## src/rtl/dly_multi.sv

```systemverilog
// Multi-channel programmable delay: each channel counts ticks from a trigger on
// in[i] and emits a one-cycle out[i] pulse once the count reaches its delay register.
module dly_multi #(
  parameter int NCH    = 4,
  parameter int W      = 8,
  parameter int EDGE   = 1,
  parameter int RETRIG = 0,
  parameter int DLY0   = 5,
  localparam int LW    = (NCH > 1) ? $clog2(NCH) : 1
) (
  input  logic           clk,
  input  logic           reset,
  input  logic [NCH-1:0] in,
  input  logic [NCH-1:0] abort,
  input  logic           ld,
  input  logic [LW-1:0]  ld_ch,
  input  logic [W-1:0]   ld_val,
  output logic [NCH-1:0] active,
  output logic [NCH-1:0] out,
  output logic           busy
);

  logic [1:0]     init;
  logic [NCH-1:0] cnt_nz;

  // Triggers stay blocked until init has filled with ones, two edges after reset.
  always_ff @(posedge clk or posedge reset) begin
    if (reset) init <= 2'b00;
    else       init <= {init[0], 1'b1};
  end

  for (genvar i = 0; i < NCH; i++) begin : g_ch
    logic [W-1:0] cnt;
    logic [W-1:0] dly;
    logic         in_q;
    logic         nz;
    logic         hit;
    logic         trig;

    assign nz   = (cnt != '0);
    assign hit  = (EDGE != 0) ? (in[i] & ~in_q) : in[i];
    assign trig = hit & (init == 2'b11) & (dly != '0);

    // Compare with >= so a delay lowered below the running count still fires.
    assign out[i]    = nz & (cnt >= dly);
    assign active[i] = nz & ~out[i];
    assign cnt_nz[i] = nz;

    always_ff @(posedge clk or posedge reset) begin
      if (reset) begin
        cnt  <= '0;
        dly  <= W'(DLY0);
        in_q <= 1'b0;
      end else begin
        in_q <= in[i];
        if (ld && (ld_ch == LW'(i))) dly <= ld_val;
        if (abort[i] || out[i])               cnt <= '0;
        else if (trig && (!nz || RETRIG != 0)) cnt <= W'(1);
        else if (nz)                          cnt <= cnt + W'(1);
      end
    end
  end

  assign busy = |cnt_nz;

endmodule

```

## config.mk

```make
export PLATFORM = sky130hd
export DESIGN_NAME = dly_multi
export DESIGN_NICKNAME = d
export VERILOG_FILES = /design/src/rtl/dly_multi.sv
export SDC_FILE = /design/constraint.sdc
export NUM_CORES = 1
export LEC_CHECK = 0
export ABC_AREA = 1
export BUFFER_PORTS_ARGS = -buffer_cell sky130_fd_sc_hd__buf_2
export CAP_MARGIN = 0
export CORE_UTILIZATION = 30
export DETAILED_ROUTE_END_ITERATION = 16
export HOLD_SLACK_MARGIN = 0.1
export PLACE_DENSITY = 0.42
export SLEW_MARGIN = 20
export SYNTH_ARGS = -nofsm -noshare
export SYNTH_HDL_FRONTEND = slang
export SYNTH_SLANG_ARGS = --single-unit
```

## constraint.sdc

```tcl
create_clock -name clk -period 6.15 [get_ports clk]
set_clock_uncertainty 0.2 [all_clocks]
set_input_delay 0 -clock clk [delete_from_list [all_inputs] [get_ports clk]]
set_output_delay 0 -clock clk [all_outputs]
set_load 0.02 [all_outputs]
```

==> results.yml, run 1 <==
pwr:
  p_comb_share_pct: 32.6
  max-vdd-ir-drop_uv: 175
  power.density_mw_per_mm2: 322
  power.internal_uw: 1040
  share_seq_of_total_power_pct: 36.2
  p_leak_uw: 0.00269
  power_uw: 1640
  switchingPower_uw: 597
  p_sw_share_pct: 36.5
  p_clk_share_pct: 31.2
critical_path:
  r2r_slack_ns: 4.25
  crit_family: "flip-flops"
  crit_start: "g_ch[2].dly[2]"
  worst_r2r_endpoint: "g_ch[2].cnt[4]"
  end_kind: "primary output"
  cp_num_buf_inv: 4
  critPathLaunchType: "flop"
  cp_num_cells: 11
  required_ns: 5.95
  r2r_start: "g_ch[2].dly[2]"
  crit_type: "flop to primary output"
  path_cells: "inv_1, ha_1, nand2_1, inv_1, nand2_1, nand2_1, nand2_1, nand3_1, nand2_1, inv_1, buf_2"
  slowest_stage: "dfstp_2"
  cp_max_fo: 4
  path_common_cell: "nand2_1"
  r2r_cells: 11
  max_stage_delay_ns: 0.53
  crit_arrival_ns: 1.87
  crit_end: "out[2]"
timing:
  rsz0062_at_grt: "false"
  finalHoldViolCount: 0
  fin_ws_ns: 4.08
  setup_viol: 0
  fmax_mhz: 483
  worst_pin_slew_ns: 0.941
  finalCriticalPeriod_ns: 2.07
  setup_tns_ns: 0
  maxSlewViolCount: 0
  period_share_pct: 33.7
  slew_headroom_pct: 37.2
floorplan:
  initial_utilization_pct: 30.7
  fp.dieH_um: 121
  io_pins: 30
  dieWidth_um: 121
  fp.coreArea_mm2: 0.0139
  row_count: 43
  dieArea_mm2: 0.0147
synthesis:
  synthCells: 554
  yosysWarnings: 0
  ys_async_sr_fraction_pct: 100
  synth-seq-cells: 70
  synthesis.area_mm2: 0.00426
  synth_edf_count: 0
  syn_area_per_cell_um2: 7.70
  ys_seq_area_share_pct: 41.3
  synth_fp_nets: 615
  synth_cell_types: 27
  synth_ff_type: "dfrtp_1"
clock_tree:
  cts_tree: "done"
  cts_buffer_depth: 2
  cts.htree.levels: 3
  cts_buffers: 9
  cts_root_buf: "clkbuf_16"
  cts.sink_count: 70
  insertion_delay_ns: 0.34
  clk_pin_slew_worst_paths_ns: 0.06
drt:
  dr.first_iter.drc_count: 126
  drt_pass1_iterations: 6
  drc: 0
  wl_per_cell_um: 12.3
  vias: 3474
  wirelength_um: 9790
  ant_nets: 0
  routed_via_density: 4.38
finish:
  syn2layout_area_growth_pct: 19.4
  drive_gt1_share_pct: 10.4
  final_core_util_pct: 36.7
  fin_area_mm2: 0.00509
  antenna_cells: 0
  seqCellArea_mm2: 0.00176
  final_common_cell: "nand2_1"
  mostFrequentLayoutCells: "nand2_1 (123), inv_1 (95), nor2_1 (80)"
  layout.nets: 670
  fillers: 1486
  multi_input_area_mm2: 0.00212
placement:
  dp.final_hpwl_um: 7280
  post-place-ws_ns: 4.27
  placed_cell_area_mm2: 0.00463
  io_buffer_count: 29
  gp_congestion: 0.802
grt:
  antenna_found_initial: 0
  grt_remaining_overflow: 0
  grt_max_degree: 71
  grt_pass1_wl_um: 16700
  track_usage_pct: 14.9
  grt_pass1_vias: 3422
job:
  cap_violations: 0
status:
  status: "complete, no violations"
min_path:
  min_path_type: "primary input to flop"
[through the flow]
stage          cells  hold WS (ns)
6_report         794         0.104
5_1_grt          794         0.140
4_1_cts          794         0.105
3_5_place_dp     760       -0.0797
3_3_place_gp     760       -0.0795
2_1_floorplan    554        -0.169
[cell type report]
type	instances	area share, %
clock inverter	5	0.983
multi-input combinational	382	41.6
clock buffer	11	4.57
tap	180	4.42
inverter	98	7.23
sequential	70	34.6
timing repair buffer	48	6.54
[Yosys cell counts (2+ instances only)]
cell,instances,share of area (%)
nand2_1,123,11
inv_1,96,8.5
nor2_1,80,7.0
dfrtp_1,62,36
ha_1,40,12
o21ai_0,35,4.1
nand3_1,29,3.4
xor2_1,20,4.1
nand4_1,14,2.1
a21oi_1,11,1.3
dfstp_2,8,4.9
nand3b_1,5,0.88
clkbuf_1,4,0.35
nor3_1,4,0.47
nand2b_1,3,0.44
xnor2_1,3,0.62
a21oi_2,2,0.41
inv_2,2,0.18
nor2_2,2,0.29
nor2_4,2,0.53
nor3_2,2,0.47
nor3b_1,2,0.35
[flip-flops by register name, summed over array words and instances (netlist names)]
| register | flops |
|---|---|
| g_ch.in_q | 4 |
| g_ch.dly | 32 |
| init | 2 |
| g_ch.cnt | 32 |
[metal layers]
metal / global-route usage [%] / vias to the layer above / routed length, µm / part of all wire [%]
li1: - / 1841 / - / -
met1: 19.9 / 1593 / 5000 / 51
met2: 23.4 / 29 / 4370 / 45
met3: 2.58 / 11 / 241 / 2.5
met4: 6.56 / 0 / 177 / 1.8
met5: 0 / - / 0 / 0
[kinds of logic after synthesis]
group | share of synthesized area [%]
AOI/OAI and AO/OA | 6.10
xor gates and xnor gates | 4.72
adders and majority gates | 11.7
buffers and inverters | 8.98
DFF | 41.3
other | 0.0879
and+or+nand+nor | 27.1
[worst min-delay path by stage]
stage,startpoint,endpoint,slack [ns],cells after the start
after floorplan,in[0],g_ch[0].in_q,-0.17,0
after global placement,in[3],g_ch[3].in_q,-0.08,1
after detailed placement,in[2],g_ch[2].in_q,-0.08,1
after CTS,in[3],g_ch[3].in_q,0.11,2
after global routing,in[2],g_ch[2].in_q,0.14,2
final,ld_ch[1],g_ch[1].dly[2],0.10,4
[power groups by stage]
stage               registers (µW)  logic, µW  clock network (µW)
floorplan                      581        401                   0
global placement               601        533                   0
detailed placement             602        537                   0
CTS                            594        549                 529
global route                   604        625                 547
finish                         592        534                 511
[worst min-delay path, delay by kind of cell]
| kind | cells | cell delay, ns |
|---|---|---|
| buffers and inverters | 1 | 0.13 |
| AO/OA/AOI/OAI | 1 | 0.13 |
| AND/OR/NAND/NOR | 2 | 0.36 |
[repair_timing]
action	CTS	global route
resized for setup	0	0
buffers inserted	0	0
hold buffers	18	0
hold endpoints to repair	130	0
(Power assumes the default switching activity.)
==> run 2, diff against run 1 <==
==> constraint.sdc (replaced) <==
create_clock -name clk -period 2.1 [get_ports clk]
set_clock_uncertainty 0.2 [all_clocks]
set_input_delay 0 -clock clk [delete_from_list [all_inputs] [get_ports clk]]
set_output_delay 0 -clock clk [all_outputs]
set_load 0.02 [all_outputs]
==> results.yml, run 2 (same netlist as run 1, synthesis figures left out) <==
critical_path:
  required_ns: 1.90
  crit_arrival_ns: 1.78
  critPathLaunchType: "flop"
  end_kind: "primary output"
  cp_max_fo: 3
  crit_type: "flop to primary output"
grt:
  grt_remaining_overflow: 0
  grt_max_degree: 49
  track_usage_pct: 15.5
  grt_pass1_wl_um: 17400
  antenna_found_initial: 0
  grt_pass1_vias: 3548
finish:
  layout.nets: 694
  largestRegisters: "g_ch.cnt (32), g_ch.dly (32), g_ch.in_q (4)"
  fin_area_mm2: 0.00553
  final_core_util_pct: 39.9
  mostFrequentLayoutCells: "nand2_1 (113), inv_1 (88), nor2_1 (75)"
  seqCellArea_mm2: 0.00177
  drive_gt1_share_pct: 19.3
  multi_input_area_mm2: 0.00222
  syn2layout_area_growth_pct: 29.7
  final_common_cell: "nand2_1"
  fillers: 1433
  antenna_cells: 0
timing:
  maxSlewViolCount: 0
  slew_headroom_pct: 65.8
  setup_viol: 0
  holdWs_ns: 0.116
  fmax_mhz: 504
  setup_tns_ns: 0
  period_share_pct: 94.5
  finalCriticalPeriod_ns: 1.98
  fin_ws_ns: 0.115
  worst_pin_slew_ns: 0.512
  finalHoldViolCount: 0
placement:
  io_buffer_count: 29
  placed_cell_area_mm2: 0.00466
  dp.final_hpwl_um: 7450
  post-place-ws_ns: 0.209
  gp_congestion: 0.756
drt:
  dr.first_iter.drc_count: 148
  wirelength_um: 10100
  drc: 0
  routed_via_density: 4.42
  wl_per_cell_um: 12.4
  drt_pass1_iterations: 4
  vias: 3615
  ant_nets: 0
floorplan:
  dieArea_mm2: 0.0147
  fp.coreArea_mm2: 0.0139
  fp.dieH_um: 121
  initial_utilization_pct: 30.7
  row_count: 43
  io_pins: 30
  dieWidth_um: 121
clock_tree:
  cts_root_buf: "clkbuf_16"
  cts.htree.levels: 3
  insertion_delay_ns: 0.34
  cts.sink_count: 70
  cts_buffer_depth: 2
  cts_tree: "done"
  cts_buffers: 9
  clk_pin_slew_worst_paths_ns: 0.06
pwr:
  power.density_mw_per_mm2: 987
  p_leak_uw: 0.00284
  max-vdd-ir-drop_uv: 462
min_path:
  min_path_type: "primary input to flop"
job:
  cap_violations: 0
status:
  status: "complete, no violations"
run 2: layout make-up:
class | count | share of cell area [%]
clock buffer | 10 | 4.32
tap | 180 | 4.07
sequential | 70 | 32.1
timing repair buffer | 72 | 10.3
clock inverter | 6 | 2.40
inverter | 98 | 6.65
multi-input combinational | 382 | 40.2
run 2: routing by layer:
layer / part of all wire, % / track usage [%]
met4: 1.8 / 6.71
met5: 0 / 0
met3: 1.8 / 2.40
met1: 49 / 20.4
met2: 47 / 25.0
run 2: final timing paths:
path | slack, ns | start | cells past startpoint | end
min reg2reg | 0.18 | init[0] | 0 | init[1]
min | 0.12 | in[2] | 2 | g_ch[2].in_q
max in group asynchronous | 0.36 | reset | 5 | g_ch[1].dly[0]
max reg2reg | 0.15 | g_ch[1].dly[2] | 12 | g_ch[1].cnt[7]
min in group asynchronous | 0.64 | reset | 4 | g_ch[2].in_q
max | 0.12 | g_ch[3].dly[2] | 11 | out[3]
run 2: critical path, cell delays in order (launching register included):
cell	delay, ns
dfstp_2	0.54
inv_1	0.04
ha_1	0.26
nand2_1	0.06
inv_1	0.03
nand2_1	0.06
nand2_2	0.06
nand2_2	0.06
nand2_2	0.06
nand2_2	0.08
inv_1	0.04
buf_4	0.15
run 2: report_power, final:
group / internal (µW) / total [µW] / switching (µW)
combinational: 747 / 1810 / 1060
clock: 1310 / 1920 / 605
sequential: 1550 / 1730 / 181
run 2: what timing repair did:
action,4_1_cts,5_1_grt
endpoints found under the setup margin,0,10
setup buffers,0,15
hold buffers,24,0
endpoints found under the hold margin,134,0
gates resized for setup,0,50
run 2: stage by stage:
stage / instances / power [µW]
global placement: 763 / 3340
floorplan: 554 / 2880
detailed placement: 763 / 3350
CTS: 803 / 5340
global route: 818 / 5870
finish: 818 / 5460
